$ cat config.mk
export PLATFORM = sky130hd
export DESIGN_NAME = decode_stage
export DESIGN_NICKNAME = d
export VERILOG_FILES = /design/src/rtl/decode_stage.sv
export SDC_FILE = /design/constraint.sdc
export NUM_CORES = 1
export LEC_CHECK = 0
export ABC_AREA = 1
export CAP_MARGIN = 20
export CORE_ASPECT_RATIO = 0.5
export CORE_UTILIZATION = 30
export CTS_BUF_LIST = sky130_fd_sc_hd__clkbuf_4
export DETAILED_ROUTE_END_ITERATION = 10
export GPL_TIMING_DRIVEN = 0
export PLACE_DENSITY_LB_ADDON = 0.2
export SYNTH_ARGS = -nofsm -noshare
export SYNTH_HDL_FRONTEND = slang
export SYNTH_SLANG_ARGS = --single-unit
$ cat constraint.sdc
create_clock -name clk -period 5.8 [get_ports clk]
set_input_delay 0.58 -clock clk [delete_from_list [all_inputs] [get_ports clk]]
set_output_delay 0.58 -clock clk [all_outputs]
set_load 0.02 [all_outputs]
$ cat src/rtl/decode_stage.sv
// decode_stage
//    Two-entry instruction buffer in front of decode. It accepts fetched
//    instructions, holds up to two of them, and presents the oldest (head)
//    entry split into its fields. The head is consumed when downstream is not
//    stalling. A flush drops everything buffered. A retire counter tracks
//    consumed instructions.
//
// Ports
//    clk          clock; all state changes on its rising edge
//    reset        synchronous active-high reset
//    instr        fetched instruction {opcode, rdest, opext/imm_hi, rsrc/imm_lo}
//    instr_valid  instr is valid this cycle
//    instr_ready  buffer can take an instruction this cycle (state only)
//    stall        downstream cannot consume the head entry
//    flush        discard all buffered instructions
//    dec_valid    head entry outputs are valid
//    opcode, rdest, opext, rsrc   head entry fields (0 when empty)
//    upper, lower immediate nibbles for the sign-extender (= opext, rsrc)
//    imm_sel      head entry takes the sign-extended immediate as operand B
//    dec_count    instructions retired since reset, wraps at 16 bits
//
// State | meaning
// EMPTY | no entries buffered, outputs forced to 0
// ONE   | one entry buffered, still accepting
// TWO   | both entries full, instr_valid ignored

module decode_stage #(
   parameter logic [3:0] REG_OP_A = 4'h0,
   parameter logic [3:0] REG_OP_B = 4'h4
) (
   input  logic        clk,
   input  logic        reset,
   input  logic [15:0] instr,
   input  logic        instr_valid,
   output logic        instr_ready,
   input  logic        stall,
   input  logic        flush,
   output logic        dec_valid,
   output logic [3:0]  opcode,
   output logic [3:0]  rdest,
   output logic [3:0]  opext,
   output logic [3:0]  rsrc,
   output logic [3:0]  upper,
   output logic [3:0]  lower,
   output logic        imm_sel,
   output logic [15:0] dec_count
);

   // Encoding doubles as the occupancy count.
   typedef enum logic [1:0] {
      EMPTY = 2'd0,
      ONE   = 2'd1,
      TWO   = 2'd2
   } state_t;

   state_t      state;
   logic        head_ptr;
   logic        tail_ptr;
   logic [15:0] mem [2];
   logic [15:0] head_entry;
   logic        accept;
   logic        consume;

   assign instr_ready = (state == EMPTY) || (state == ONE);
   assign dec_valid   = (state != EMPTY);

   // A flushed cycle never accepts, so a write in that cycle cannot occur.
   assign accept  = instr_valid && instr_ready && !flush;
   assign consume = dec_valid && !stall;

   always_ff @(posedge clk) begin
      if (reset) begin
         state     <= EMPTY;
         head_ptr  <= 1'b0;
         tail_ptr  <= 1'b0;
         dec_count <= 16'h0000;
      end else begin
         // A consume coinciding with a flush still counts as retired.
         if (consume)
            dec_count <= dec_count + 16'd1;

         if (flush) begin
            state    <= EMPTY;
            head_ptr <= 1'b0;
            tail_ptr <= 1'b0;
         end else begin
            if (accept)
               tail_ptr <= ~tail_ptr;
            if (consume)
               head_ptr <= ~head_ptr;

            case (state)
               EMPTY: if (accept) state <= ONE;
               ONE: begin
                  if (accept && !consume)
                     state <= TWO;
                  else if (!accept && consume)
                     state <= EMPTY;
               end
               TWO: if (consume) state <= ONE;
               default: state <= EMPTY;
            endcase
         end
      end
   end

   // Storage is not reset; empty slots are masked at the outputs.
   always_ff @(posedge clk) begin
      if (accept && !reset)
         mem[tail_ptr] <= instr;
   end

   always_comb begin
      head_entry = 16'h0000;
      if (dec_valid)
         head_entry = mem[head_ptr];
   end

   assign opcode  = head_entry[15:12];
   assign rdest   = head_entry[11:8];
   assign opext   = head_entry[7:4];
   assign rsrc    = head_entry[3:0];
   assign upper   = head_entry[7:4];
   assign lower   = head_entry[3:0];
   assign imm_sel = dec_valid && (opcode != REG_OP_A) && (opcode != REG_OP_B);

endmodule

[Word-level counts from Yosys, hierarchy flattened]
Memories as Yosys holds them, arrays and structs flattened. A register that Yosys moved wholly into a read port is not among the register bits.
Index checks and enable logic that the tools add are counted.
Word-level totals
  register bits: 20
  RAM bits: 32
  bits of input ports: 21
  output and inout bits: 43
  memories: 1
Cells by class
  add/sub/neg operators: 1
  equal/unequal tests: 6
  mux-type cells: 10
  bitwise logic cells: 2
  reduce and logical (&&, ||, !) cells: 19
Memories
  mem: words 2, width 16, read ports 1, clocked after memory_dff 1, wr ports 1, RTL line 59  | logic [15:0] mem [2];
Operators by type and width (number)
  $add 16x1->16 const B: 1
  $mux 16: 1
  $logic_and 1x1->1: 8
  $mux 2: 4
  $pmux 2 s3: 1
  $logic_not 1->1: 5
  $mux 1: 4
  $ne 2x2->1 const B: 2
  $ne 4x3->1 const B: 1
  $reduce_bool 4->1: 1
  $ne 3x1->1 const B: 1
  $reduce_and 3->1: 1
  $eq 2x1->1 const B: 1
  $eq 2x2->1 const B: 1
  $logic_not 2->1: 1
  $not 1->1: 2
  $reduce_bool 2->1: 1
  $reduce_or 2->1: 1
  $logic_or 1x1->1: 1

[Depth between registers and ports, before layout]
  depth in word-level cells: 9
  depth in mapped cells: 9
  depth with buffers taken out: 9

[Worst setup path before layout]
No wires, ideal clock.
  path kind: input -> register
  start point: in flush
  end point: mem mem[0][0], enable pin
  setup time: 0.409 ns
  data arrival time: 1.944 ns
  data required time: 5.391 ns
  slack: 3.447 ns
  cell stages on the path: 3
  path buffers: 0
  cells stage by stage: inv_1 -> nand3_1 -> nor3_1
On the way
  word-level cells in the longest chain between the ends: 5
Ends and longest elaborated chain
  start: declaration: RTL line 37  | input logic flush,
  $logic_not 1->1: RTL line 68  | assign accept = instr_valid && instr_ready && !flush;
  $logic_and 1x1->1: RTL line 68
  $logic_and 1x1->1: RTL line 109  | if (accept && !reset)
  $mux 1: RTL line 109
  $mux 1 (implied by the code): RTL line 110  | mem[tail_ptr] <= instr;
  end: declaration: RTL line 59
No other way between the ends.

==> flow_metrics.py <==
metrics = {
    "run_status": {
        "status": "finished clean",
    },
    "synthesis": {
        "ys_async_sr_fraction": 0,
        "yosys_warnings": 0,
        "seq_area_frac_synth": 0.590,
        "synthMuxAreaShare": 0,
        "netlist_area_um2": 2340,
        "synth_top_family_by_area": "simple AND/OR/NAND/NOR gates",
        "synth_nets": 266,
        "ys_seq_elements": 53,
        "ys_types": 29,
        "avgSynthCellArea_um2": 9.59,
        "synth_edf_count": 32,
        "synth-simple-area-share": 0.243,
        "synthCells": 244,
        "synth_xor_area_frac": 0,
        "synth_ff_type": "edfxtp_1",
        "synth_compound_area_frac": 0.0893,
        "synth_adder_area_share": 0.00535,
    },
    "worst_setup_path": {
        "endpoint_kind": "output port",
        "critPathKind": "flip-flop to output port",
        "r2r_slack_ns": 4.08,
        "cp.arrival_ns": 2.34,
        "cp-start-kind": "flip-flop",
        "critical_path.max_fanout": 10,
        "crit_required_ns": 5.22,
        "r2r_start": "state[1]$_SDFFE_PP0P_",
    },
    "sta": {
        "rsz0062_at_grt": "no",
        "fin_ws_ns": 2.88,
        "setup_viol": 0,
        "skew_ns": 0.00660,
        "finalHoldViolCount": 0,
        "slew_viol_final": 0,
        "tns_ns": 0,
        "slew_headroom": 0.580,
        "fmax_mhz": 342,
        "period_minus_slack_ns": 2.92,
        "period_share": 0.504,
        "worstMarginPinSlew_ns": 0.627,
    },
    "layout": {
        "fin_nets": 337,
        "drive_gt1_frac": 0.127,
        "multi_input_area_um2": 800,
        "antennaDiodeCount": 0,
        "final_common_cell": "clkdlybuf4s50_1",
        "fillers": 722,
        "layout_common_cells": "clkdlybuf4s50_1, nand2_1, edfxtp_1",
        "seqCellArea_um2": 1380,
        "area_growth_pct": 36.7,
    },
    "worst_hold_path": {
        "min_path_type": "flip-flop to flip-flop",
        "hp-start": "head_ptr$_SDFFE_PP0P_",
    },
    "power": {
        "cell_internal_pwr_uw": 524,
        "switching_share": 0.218,
        "clockPowerShare": 0.302,
        "p_sw_uw": 146,
        "peakVddDrop_v": 0.0000826,
        "p_comb_frac": 0.092,
        "p_per_area_nw_per_um2": 209,
        "p_leak_nw": 1.18,
        "p_seq_frac": 0.606,
    },
    "grt": {
        "first_global_vias": 1700,
        "grt_max_degree": 17,
        "grt_pass1_wl_mm": 7.92,
        "grt_antenna_before_repair": 0,
        "grt-ovfl-total": 0,
        "grt_util_all_layers": 0.125,
    },
    "clock_network": {
        "cts_hold_buf": 0,
        "cts_resized": 0,
        "clock_path_buffers": 2,
        "htreeDepth": 2,
        "clock_sinks": 53,
        "clk_latency_ns": 0.36,
        "numCtsBuffers": 5,
        "path_clk_slew_ns": 0.14,
        "cts_setup_buffers": 0,
        "root_buffer": "clkbuf_4",
        "tritoncts": "yes",
    },
    "floorplanning": {
        "die_x_um": 127,
        "fp.dieArea_um2": 8180,
        "initial_utilization": 0.315,
        "dieHeight_um": 64.4,
        "rows": 22,
        "ioPinCount": 64,
        "coreArea_um2": 7430,
    },
    "drt": {
        "drt-vias-per-instance": 4.39,
        "drtPass1Iterations": 4,
        "drtIter0Drc": 84,
        "totalWireLength_mm": 4.81,
        "ant_nets": 0,
        "num_vias": 1808,
        "wire_per_inst_um": 11.7,
        "post-route-drc-count": 0,
    },
    "placed_design": {
        "dp_hpwl_mm": 3.51,
        "routabilityCongestion": 0.798,
        "portBuffers": 62,
        "preCtsSetupSlack_ns": 3.27,
    },
    "flow_run": {
        "cap_viol_max_count": 0,
    },
}
## sequential cells by signal, summed over array words and instances, names as in the netlist, named ones only
signal	count
head_ptr	1
dec_count	16
state	2
tail_ptr	1
mem	32
## critical path, stage by stage, from the launching register on
cell and delay (ns):
dfxtp_1 0.33, buf_2 0.18, clkbuf_1 0.40, nand2_1 0.09
a21oi_1 0.26, buf_4 0.15, clkdlybuf4s50_1 0.58
## synthesized netlist by cell type (2+ instances only)
| cell type | number | area [um2] |
|---|---|---|
| inv_2 | 3 | 11.3 |
| nand2_2 | 2 | 12.5 |
| o21ai_1 | 2 | 10.0 |
| nand3_1 | 7 | 35.0 |
| a21oi_1 | 29 | 145 |
| clkbuf_1 | 3 | 11.3 |
| nand2_1 | 59 | 221 |
| buf_2 | 3 | 15.0 |
| buf_4 | 8 | 60.1 |
| nor3_1 | 6 | 30.0 |
| dfxtp_1 | 21 | 420 |
| nor2_1 | 22 | 82.6 |
| nor2_2 | 2 | 12.5 |
| edfxtp_1 | 32 | 961 |
| inv_1 | 18 | 67.6 |
| nand2_4 | 2 | 22.5 |
| o21ai_0 | 6 | 30.0 |
| nor2_4 | 4 | 45.0 |
| nand4_1 | 4 | 25.0 |
| nor2_8 | 2 | 40.0 |
## cell type report
type / count / share of cell area
clock inverter: 3 / 0.0129
inverter: 22 / 0.0258
tap: 96 / 0.0375
timing repair buffer: 64 / 0.203
sequential: 53 / 0.432
buffer: 14 / 0.0270
clock buffer: 5 / 0.0117
multi-input combinational: 155 / 0.250
## power by group through the flow
stage / clock (mW) / sequential (mW) / combinational (mW)
4_1_cts: 0.210 / 0.406 / 0.0626
3_5_place_dp: 0 / 0.415 / 0.0625
5_1_grt: 0.226 / 0.407 / 0.0668
2_1_floorplan: 0 / 0.415 / 0.0280
3_3_place_gp: 0 / 0.415 / 0.0602
6_report: 0.202 / 0.406 / 0.0618
## through the flow
step | power, mW | hold slack (ns) | cells | util | instance area, um2
floorplan | 0.443 | 0.425 | 244 | - | 2340
global placement | 0.475 | 0.439 | 402 | 0.414 | 3080
detailed placement | 0.477 | 0.442 | 404 | 0.420 | 3120
CTS | 0.679 | 0.466 | 412 | 0.430 | 3200
global route | 0.700 | 0.480 | 412 | 0.430 | 3200
finish | 0.670 | 0.466 | 412 | 0.430 | 3200
## cell families after synthesis
group,Yosys count
AOI/OAI and AO/OA,40
adders and majority gates,1
buffers and inverters,36
DFF,53
and+or+nand+nor,114
## metal layers
metal	GRT usage	routed length, um
met2	0.218	2340
met4	0.0357	44
met5	0	0
met1	0.153	2180
met3	0.0363	244
## worst paths after layout
kind,to,cells past startpoint
max reg2reg,mem[1][4]$_DFFE_PP_,4
max,rsrc[2],6
min reg2reg,flip-flop,1
min,flip-flop,1
No activity file was read; power rests on OpenSTA's default activity.
